==> src/rtl/mem_port_arbiter_if.sv <==
// Shared memory-port bundle between the I/D caches, the arbiter
// and the memory model.
interface mem_port_arbiter_if #(
  parameter int WORD_SIZE = 16
);
  localparam int LW = 4 * WORD_SIZE;

  logic          i_req;
  logic [15:0]   i_addr;
  logic [LW-1:0] i_rdata;
  logic          i_done;

  logic          d_req;
  logic          d_we;
  logic [15:0]   d_addr;
  logic [LW-1:0] d_wdata;
  logic [LW-1:0] d_rdata;
  logic          d_done;

  logic          readM;
  logic          writeM;
  logic [15:0]   address_memory;
  logic [LW-1:0] mem_wdata;
  logic [LW-1:0] mem_rdata;
  logic [15:0]   num_mem_access;

  modport slave (
    input  i_req, i_addr,
    input  d_req, d_we, d_addr, d_wdata,
    input  mem_rdata,
    output i_rdata, i_done,
    output d_rdata, d_done,
    output readM, writeM,
    output address_memory, mem_wdata,
    output num_mem_access
  );

  modport master (
    output i_req, i_addr,
    output d_req, d_we, d_addr, d_wdata,
    output mem_rdata,
    input  i_rdata, i_done,
    input  d_rdata, d_done,
    input  readM, writeM,
    input  address_memory, mem_wdata,
    input  num_mem_access
  );
endinterface

==> src/rtl/mem_port_arbiter.sv <==
// Arbitrates the single line-wide memory port between I and D caches.
// Round-robin on ties, fixed MEM_LATENCY per line access.
module mem_port_arbiter #(
  parameter int WORD_SIZE   = 16,
  parameter int MEM_LATENCY = 4
) (
  input  logic                clk,
  input  logic                reset,
  mem_port_arbiter_if.slave   bus
);
  localparam int LW = 4 * WORD_SIZE;
  localparam int CW = (MEM_LATENCY > 1) ? $clog2(MEM_LATENCY) : 1;
  localparam logic [CW-1:0] CNT_INIT = CW'(MEM_LATENCY - 1);

  typedef enum logic [1:0] {
    IDLE,
    BUSY,
    DONE
  } state_t;

  state_t        state_q, state_d;
  logic          owner_q, owner_d;
  logic          we_q, we_d;
  logic          last_q, last_d;
  logic [15:0]   addr_q, addr_d;
  logic [LW-1:0] wdata_q, wdata_d;
  logic [LW-1:0] i_rdata_q, i_rdata_d;
  logic [LW-1:0] d_rdata_q, d_rdata_d;
  logic [CW-1:0] cnt_q, cnt_d;
  logic [15:0]   nacc_q, nacc_d;

  // owner/last: 1 = D side, 0 = I side
  always_comb begin
    state_d   = state_q;
    owner_d   = owner_q;
    we_d      = we_q;
    last_d    = last_q;
    addr_d    = addr_q;
    wdata_d   = wdata_q;
    i_rdata_d = i_rdata_q;
    d_rdata_d = d_rdata_q;
    cnt_d     = cnt_q;
    nacc_d    = nacc_q;
    unique case (state_q)
      IDLE: begin
        if (bus.i_req || bus.d_req) begin
          owner_d = bus.d_req && (!bus.i_req || !last_q);
          we_d    = owner_d && bus.d_we;
          addr_d  = (owner_d ? bus.d_addr : bus.i_addr)
                    & 16'hFFFC;
          wdata_d = bus.d_wdata;
          last_d  = owner_d;
          cnt_d   = CNT_INIT;
          state_d = BUSY;
        end
      end
      BUSY: begin
        cnt_d = cnt_q - CW'(1);
        if (cnt_q == '0) begin
          cnt_d   = '0;
          state_d = DONE;
          if (!we_q) begin
            if (owner_q) d_rdata_d = bus.mem_rdata;
            else         i_rdata_d = bus.mem_rdata;
          end
        end
      end
      DONE: begin
        nacc_d  = nacc_q + 16'd1;
        state_d = IDLE;
      end
      default: state_d = IDLE;
    endcase
  end

  always_ff @(posedge clk) begin
    if (reset) begin
      state_q   <= IDLE;
      owner_q   <= 1'b0;
      we_q      <= 1'b0;
      last_q    <= 1'b0;
      addr_q    <= '0;
      wdata_q   <= '0;
      i_rdata_q <= '0;
      d_rdata_q <= '0;
      cnt_q     <= '0;
      nacc_q    <= '0;
    end else begin
      state_q   <= state_d;
      owner_q   <= owner_d;
      we_q      <= we_d;
      last_q    <= last_d;
      addr_q    <= addr_d;
      wdata_q   <= wdata_d;
      i_rdata_q <= i_rdata_d;
      d_rdata_q <= d_rdata_d;
      cnt_q     <= cnt_d;
      nacc_q    <= nacc_d;
    end
  end

  logic busy;
  assign busy = (state_q == BUSY);

  assign bus.readM          = busy && !we_q;
  assign bus.writeM         = busy && we_q;
  assign bus.address_memory = busy ? addr_q : '0;
  assign bus.mem_wdata      = busy ? wdata_q : '0;
  assign bus.i_done         = (state_q == DONE) && !owner_q;
  assign bus.d_done         = (state_q == DONE) && owner_q;
  assign bus.i_rdata        = i_rdata_q;
  assign bus.d_rdata        = d_rdata_q;
  assign bus.num_mem_access = nacc_q;
endmodule

==> src/flat_wrapper.sv <==
// flat-port wrapper written by rule: the top's interface ports become plain ports
module mem_port_arbiter_flat 
#(
  parameter int WORD_SIZE   = 16,
  parameter int MEM_LATENCY = 4
)
  (clk, reset, bus_i_req, bus_i_addr, bus_d_req, bus_d_we, bus_d_addr, bus_d_wdata, bus_mem_rdata, bus_i_rdata, bus_i_done, bus_d_rdata, bus_d_done, bus_readM, bus_writeM, bus_address_memory, bus_mem_wdata, bus_num_mem_access);
  mem_port_arbiter_if #(.WORD_SIZE(WORD_SIZE)) bus_i ();
  input  logic clk;
  input  logic reset;
  input wire logic [$bits(bus_i.i_req)-1:0] bus_i_req;
  input wire logic [$bits(bus_i.i_addr)-1:0] bus_i_addr;
  input wire logic [$bits(bus_i.d_req)-1:0] bus_d_req;
  input wire logic [$bits(bus_i.d_we)-1:0] bus_d_we;
  input wire logic [$bits(bus_i.d_addr)-1:0] bus_d_addr;
  input wire logic [$bits(bus_i.d_wdata)-1:0] bus_d_wdata;
  input wire logic [$bits(bus_i.mem_rdata)-1:0] bus_mem_rdata;
  output wire logic [$bits(bus_i.i_rdata)-1:0] bus_i_rdata;
  output wire logic [$bits(bus_i.i_done)-1:0] bus_i_done;
  output wire logic [$bits(bus_i.d_rdata)-1:0] bus_d_rdata;
  output wire logic [$bits(bus_i.d_done)-1:0] bus_d_done;
  output wire logic [$bits(bus_i.readM)-1:0] bus_readM;
  output wire logic [$bits(bus_i.writeM)-1:0] bus_writeM;
  output wire logic [$bits(bus_i.address_memory)-1:0] bus_address_memory;
  output wire logic [$bits(bus_i.mem_wdata)-1:0] bus_mem_wdata;
  output wire logic [$bits(bus_i.num_mem_access)-1:0] bus_num_mem_access;
  assign bus_i.i_req = bus_i_req;
  assign bus_i.i_addr = bus_i_addr;
  assign bus_i.d_req = bus_d_req;
  assign bus_i.d_we = bus_d_we;
  assign bus_i.d_addr = bus_d_addr;
  assign bus_i.d_wdata = bus_d_wdata;
  assign bus_i.mem_rdata = bus_mem_rdata;
  assign bus_i_rdata = bus_i.i_rdata;
  assign bus_i_done = bus_i.i_done;
  assign bus_d_rdata = bus_i.d_rdata;
  assign bus_d_done = bus_i.d_done;
  assign bus_readM = bus_i.readM;
  assign bus_writeM = bus_i.writeM;
  assign bus_address_memory = bus_i.address_memory;
  assign bus_mem_wdata = bus_i.mem_wdata;
  assign bus_num_mem_access = bus_i.num_mem_access;
  mem_port_arbiter #(.WORD_SIZE(WORD_SIZE), .MEM_LATENCY(MEM_LATENCY)) u_core (.clk(clk), .reset(reset), .bus(bus_i));
endmodule
==> config.mk <==
export PLATFORM = sky130hd
export DESIGN_NAME = mem_port_arbiter_flat
export DESIGN_NICKNAME = d
export VERILOG_FILES = /design/src/rtl/mem_port_arbiter_if.sv /design/src/rtl/mem_port_arbiter.sv /design/src/flat_wrapper.sv
export SDC_FILE = /design/constraint.sdc
export NUM_CORES = 1
export LEC_CHECK = 0
export ABC_AREA = 1
export CORE_AREA = 2 2 153 155
export CTS_CLUSTER_DIAMETER = 120
export DETAILED_ROUTE_END_ITERATION = 10
export DIE_AREA = 0 0 155 157
export DONT_BUFFER_PORTS = 1
export MAX_ROUTING_LAYER = met4
export SLEW_MARGIN = 20
export SYNTH_ARGS = -nofsm -noshare
export SYNTH_HDL_FRONTEND = slang
export SYNTH_SLANG_ARGS = --single-unit
==> constraint.sdc <==
create_clock -name clk -period 3.5 [get_ports clk]
set_clock_uncertainty 0.05 [all_clocks]
set_input_delay 0.35 -clock clk [delete_from_list [all_inputs] [get_ports clk]]
set_output_delay 0.35 -clock clk [all_outputs]
set_load 0.05 [all_outputs]
# Word level (Yosys, flattened, before mapping)
# Cells that the tools add are included.
[word_totals] word_cells=45 latchBits=0 ram_bits=0 rom_bits=0 mem_count=0 reg_bits=228
[classes] n_lt_le_gt_ge=0 div_mod_pow=0 add_sub_neg=2 mul=0 mux=9 shift=0 reduce_logical=19 bitwise=2 n_eq_ne=4
[ops] op="$mux W64" count=1
[ops] op="$mux W16" count=2
[ops] op="$add A16 B1 Y16 const B" count=1
[ops] op="$mux W2" count=4
[ops] op="$pmux W2 S2" count=2
[ops] op="$reduce_and A4 Y1" count=2
[ops] op="$logic_and A1 B1 Y1" count=6
[ops] op="$reduce_and A2 Y1" count=3
[ops] op="$logic_not A2 Y1" count=2
[ops] op="$logic_not A1 Y1" count=3
[ops] op="$eq A2 B1 Y1 const B" count=1
[ops] op="$eq A2 B2 Y1 const B" count=1
[ops] op="$logic_or A1 B1 Y1" count=2
[ops] op="$ne A2 B1 Y1 const B" count=1
[ops] op="$ne A2 B2 Y1 const B" count=1
[ops] op="$not A1 Y1" count=2
[ops] op="$reduce_bool A2 Y1" count=1
[ops] op="$sub A2 B1 Y2 const B" count=1

# Depth between registers and ports, before layout
[logic_depth] word_depth=4 depth_mapped=8

# Worst setup path after synthesis
# Ideal clock, no wire load.
[synth_path] kind="flip-flop to output port" start="reg u_core.state_q[0]" end="out bus_address_memory[10]" setup_slack_ns=1.567 arrival_time_ns=1.533 stages_incl_launch_ff=5 t_required_ns=3.100 path_buffers=2 path_cell_list="dfxtp_1 -> nand2_1 -> clkbuf_1 -> clkbuf_1 -> nor2_1"
[synth_between] elab_chain_cells=2
[synth_rtl] item="from (decl)" line="mem_port_arbiter.sv:21" source="state_t state_q, state_d;"
[synth_rtl] item="from (signal assigned)" line="mem_port_arbiter.sv:89" source="state_q <= state_d;"
[synth_rtl] item="$eq A2 B1 Y1" line="mem_port_arbiter.sv:103" source="assign busy = (state_q == BUSY);"
[synth_rtl] item="$mux W16" line="mem_port_arbiter.sv:107" source="assign bus.address_memory = busy ? addr_q : '0;"
[synth_rtl] item="to (decl)" line="flat_wrapper.sv:24" source="output wire logic [$bits(bus_i.address_memory)-1:0] bus_address_memory;"
# Every way passes these cells.

# Final worst setup path
[layout_path] start="reg u_core.state_q[0]" end="out bus_mem_wdata[19]"
[layout_between] elab_chain_cells=2
[layout_rtl] item="$eq A2 B1 Y1" line="mem_port_arbiter.sv:103"
[layout_rtl] item="$mux W64" line="mem_port_arbiter.sv:108" source="assign bus.mem_wdata = busy ? wdata_q : '0;"
[layout_rtl] item="to (decl)" line="flat_wrapper.sv:25" source="output wire logic [$bits(bus_i.mem_wdata)-1:0] bus_mem_wdata;"
# Every way passes these cells.

==> key figures <==
Die
  – Initial Util: 38.8%
  – Die X: 155 um
  – I/O pin count: 393
  – Floorplan row count: 55
  – Die area: 24300 um2
  – Core Footprint: 22500 um2
  – Die Span Y: 157 um

Drt
  – WL final: 25700 um
  – WL/cell: 16.2 um
  – Drt via density: 4.98
  – ANT nets after route: 0
  – Drc violations: 0
  – TritonRoute pass-1 iters: 7
  – Iter 0 DRT Violations: 500
  – Vias: 7873

STA
  – Setup Total Neg Slack: 0 ps
  – Maximum clock rate: 374 MHz
  – Worst-Margin Slew: 981 ps
  – RSZ-0062 raised after global routing: false
  – Hold Vio Cnt, Final: 0
  – WHS: 25.5 ps
  – Final period util: 76.4%
  – Relative slew slack: 34.4%
  – Period minus WS final: 2680 ps
  – Slew Limit Fails: 0
  – Final setup vio count: 0

Logic synthesis
  – Ys async rst share: 0%
  – Synth top area cells: dfxtp_1, nor2_1, a21oi_1, o21ai_1, inv_1
  – EDFF count, synth: 0
  – Top_reg_cell synth: dfxtp_1
  – Synth Area in XOR/XNOR: 0.100%
  – Yosys top cell area share: 52.3%
  – Synthesized area per cell: 7.51 um2
  – Netlist Area Pre-Place: 8730 um2
  – Post-Syn Instances: 1163
  – YS warnings: 0
  – Synthesized-area fraction occupied by adder cells: 0.143%
  – Synth Area in Simple Gates: 13.7%
  – Largest family of logic cells by synthesized area: compound AO/OA/AOI/OAI gates
  – Synth Area in Compound Gates: 21.8%
  – Yosys top cell by area: dfxtp_1
  – Mux contribution to synthesized area: 0%
  – Sequential share of the synthesized area: 52.3%
  – Synth unique cells: 25
  – Most instantiated cells after synthesis: dfxtp_1, nor2_1, inv_1
  – Post-synthesis register bit count: 228

Clocking
  – Post-cts resize count: 0
  – # hold bufs at CTS: 153
  – Clock Tree Root: clkbuf_16
  – Cts bufs inserted: 25
  – H-tree levels: 1
  – CTS sink cnt: 228
  – CTS tree: built
  – Post-CTS Setup Bufs: 0
  – Clk_lat worst skew: 520 ps
  – Worst-path clk slew: 60 ps
  – Clock Tree Buf Depth: 3

Power
  – LEAKAGE: 4.30 nW
  – PwrDens: 618 nW/um2
  – VDD IR max: 0.333 mV

Place
  – Final HPWL DP: 16100 um
  – GP Congestion: 0.813
  – I/O Buffers: 0

Cells and area
  – Layout cells sized above 1: 5.10%
  – Nets: 1444
  – Syn-to-layout area delta: 28.6%
  – Fillers: 2113

Setup path
  – Reg2Reg Depth: 6
  – Worst R2R End: u_core.addr_q[2]
  – Crit start category: flop
  – Flop2flop setup slack: 1080 ps
  – Critical path required time: 3100 ps
  – Worst Setup Path Type: flop to output pin
  – Arr. time, crit path: 2280 ps
  – CP max FO: 83
  – Worst setup EP type: output pin
  – Worst R2R Start: u_core.owner_q

GRT
  – Initial antenna violation count: 3
  – Grt ovf: 0
  – Vias in the first global route: 7563
  – GRT Total Usage: 20.3%
  – Pin count of the biggest net entering global routing: 89
  – First-pass GRT wire length: 39200 um

Worst hold path
  – WHS Path Cells: 2
  – Hold EP: u_core.wdata_q[34]
  – Hold path startpoint: bus_d_wdata[34]
  – Hold WC Path Type: input port to flop

Flow run
  – Max-Cap Viols: 0

Status
  – Status: finished clean
==> routing by layer <==
metal  up-vias  wire [um]  global-route usage, %
li1       3939          -                      -
met1      3497      10100                   22.5
met2       362      12200                   34.6
met3        75       2240                   5.62
met4         0       1170                   8.47
met5         -          0                      -
==> layout make-up <==
| type | count | area, um2 | area share, % |
|---|---|---|---|
| multi-input combinational | 686 | 3140 | 28.0 |
| tap | 285 | 357 | 3.18 |
| antenna | 3 | 7.51 | 0.0669 |
| clock inverter | 8 | 97.6 | 0.869 |
| inverter | 168 | 637 | 5.67 |
| clock buffer | 34 | 719 | 6.41 |
| sequential | 228 | 4560 | 40.7 |
| timing repair buffer | 169 | 1700 | 15.2 |
==> placed cells by master (no fill, tap or decap), types with 6 or more instances in the layout <==
cell type / netlist / final
a31oi_1: 14 / 14
o21ai_1: 141 / 141
nand3_1: 11 / 9
o21ai_0: 73 / 73
dlygate4sd3_1: 0 / 153
clkbuf_8: 0 / 6
inv_1: 163 / 163
nor2_1: 228 / 228
buf_4: 11 / 12
dfxtp_1: 228 / 228
a21oi_1: 145 / 145
nand2_1: 57 / 56
clkbuf_16: 0 / 25
==> flip-flops by register name, summed over array words and instances, names as in the netlist <==
signal                     cells
u_core.addr_q                 14
u_core.bus.d_rdata            64
u_core.bus.i_rdata            64
u_core.bus.num_mem_access     16
u_core.cnt_q                   2
u_core.owner_q                 1
u_core.state_q                 2
u_core.wdata_q                64
u_core.we_q                    1
==> power by group <==
part	leakage (nW)	total, mW	switching, mW	internal (mW)
combinational	2.04	1.04	0.715	0.329
clock	0.395	2.62	1.05	1.57
sequential	1.87	3.27	0.453	2.81
total	4.30	6.93	2.21	4.72
==> cells by family after synthesis <==
group	Yosys count
AOI/OAI and AO/OA	375
xor gates and xnor gates	1
adders and majority gates	1
buffers and inverters	250
DFF	228
other	1
and+or+nand+nor	307
==> through the flow <==
stage | total power [mW] | instances | area, um2 | worst slack [ps] | utilization [%]
after floorplan | 4.02 | 1164 | 8740 | 1570 | -
after global placement | 4.16 | 1383 | 8870 | 1100 | 39.4
after detailed placement | 4.18 | 1383 | 8870 | 1060 | 39.4
after CTS | 6.98 | 1578 | 11200 | 830 | 49.9
after global routing | 7.23 | 1581 | 11200 | 725 | 49.9
final | 6.93 | 1581 | 11200 | 825 | 49.9
==> worst max-delay path by stage <==
stage | startpoint | to | slack (ps)
after detailed placement | u_core.state_q[0] | u_core.bus.d_rdata[51] | 1060
final | u_core.state_q[0] | bus_mem_wdata[19] | 820
after global placement | u_core.state_q[0] | u_core.bus.i_rdata[54] | 1100
after CTS | u_core.state_q[0] | bus_mem_wdata[17] | 830
after global routing | u_core.state_q[0] | bus_mem_wdata[34] | 720
after floorplan | u_core.state_q[0] | bus_address_memory[10] | 1570
==> critical path, cell delays in order (launching register included) <==
cell,delay (ps)
dfxtp_1,420
nand2_2,90
buf_4,340
nor2_1,840
No activity file was read; power rests on OpenSTA's default activity.
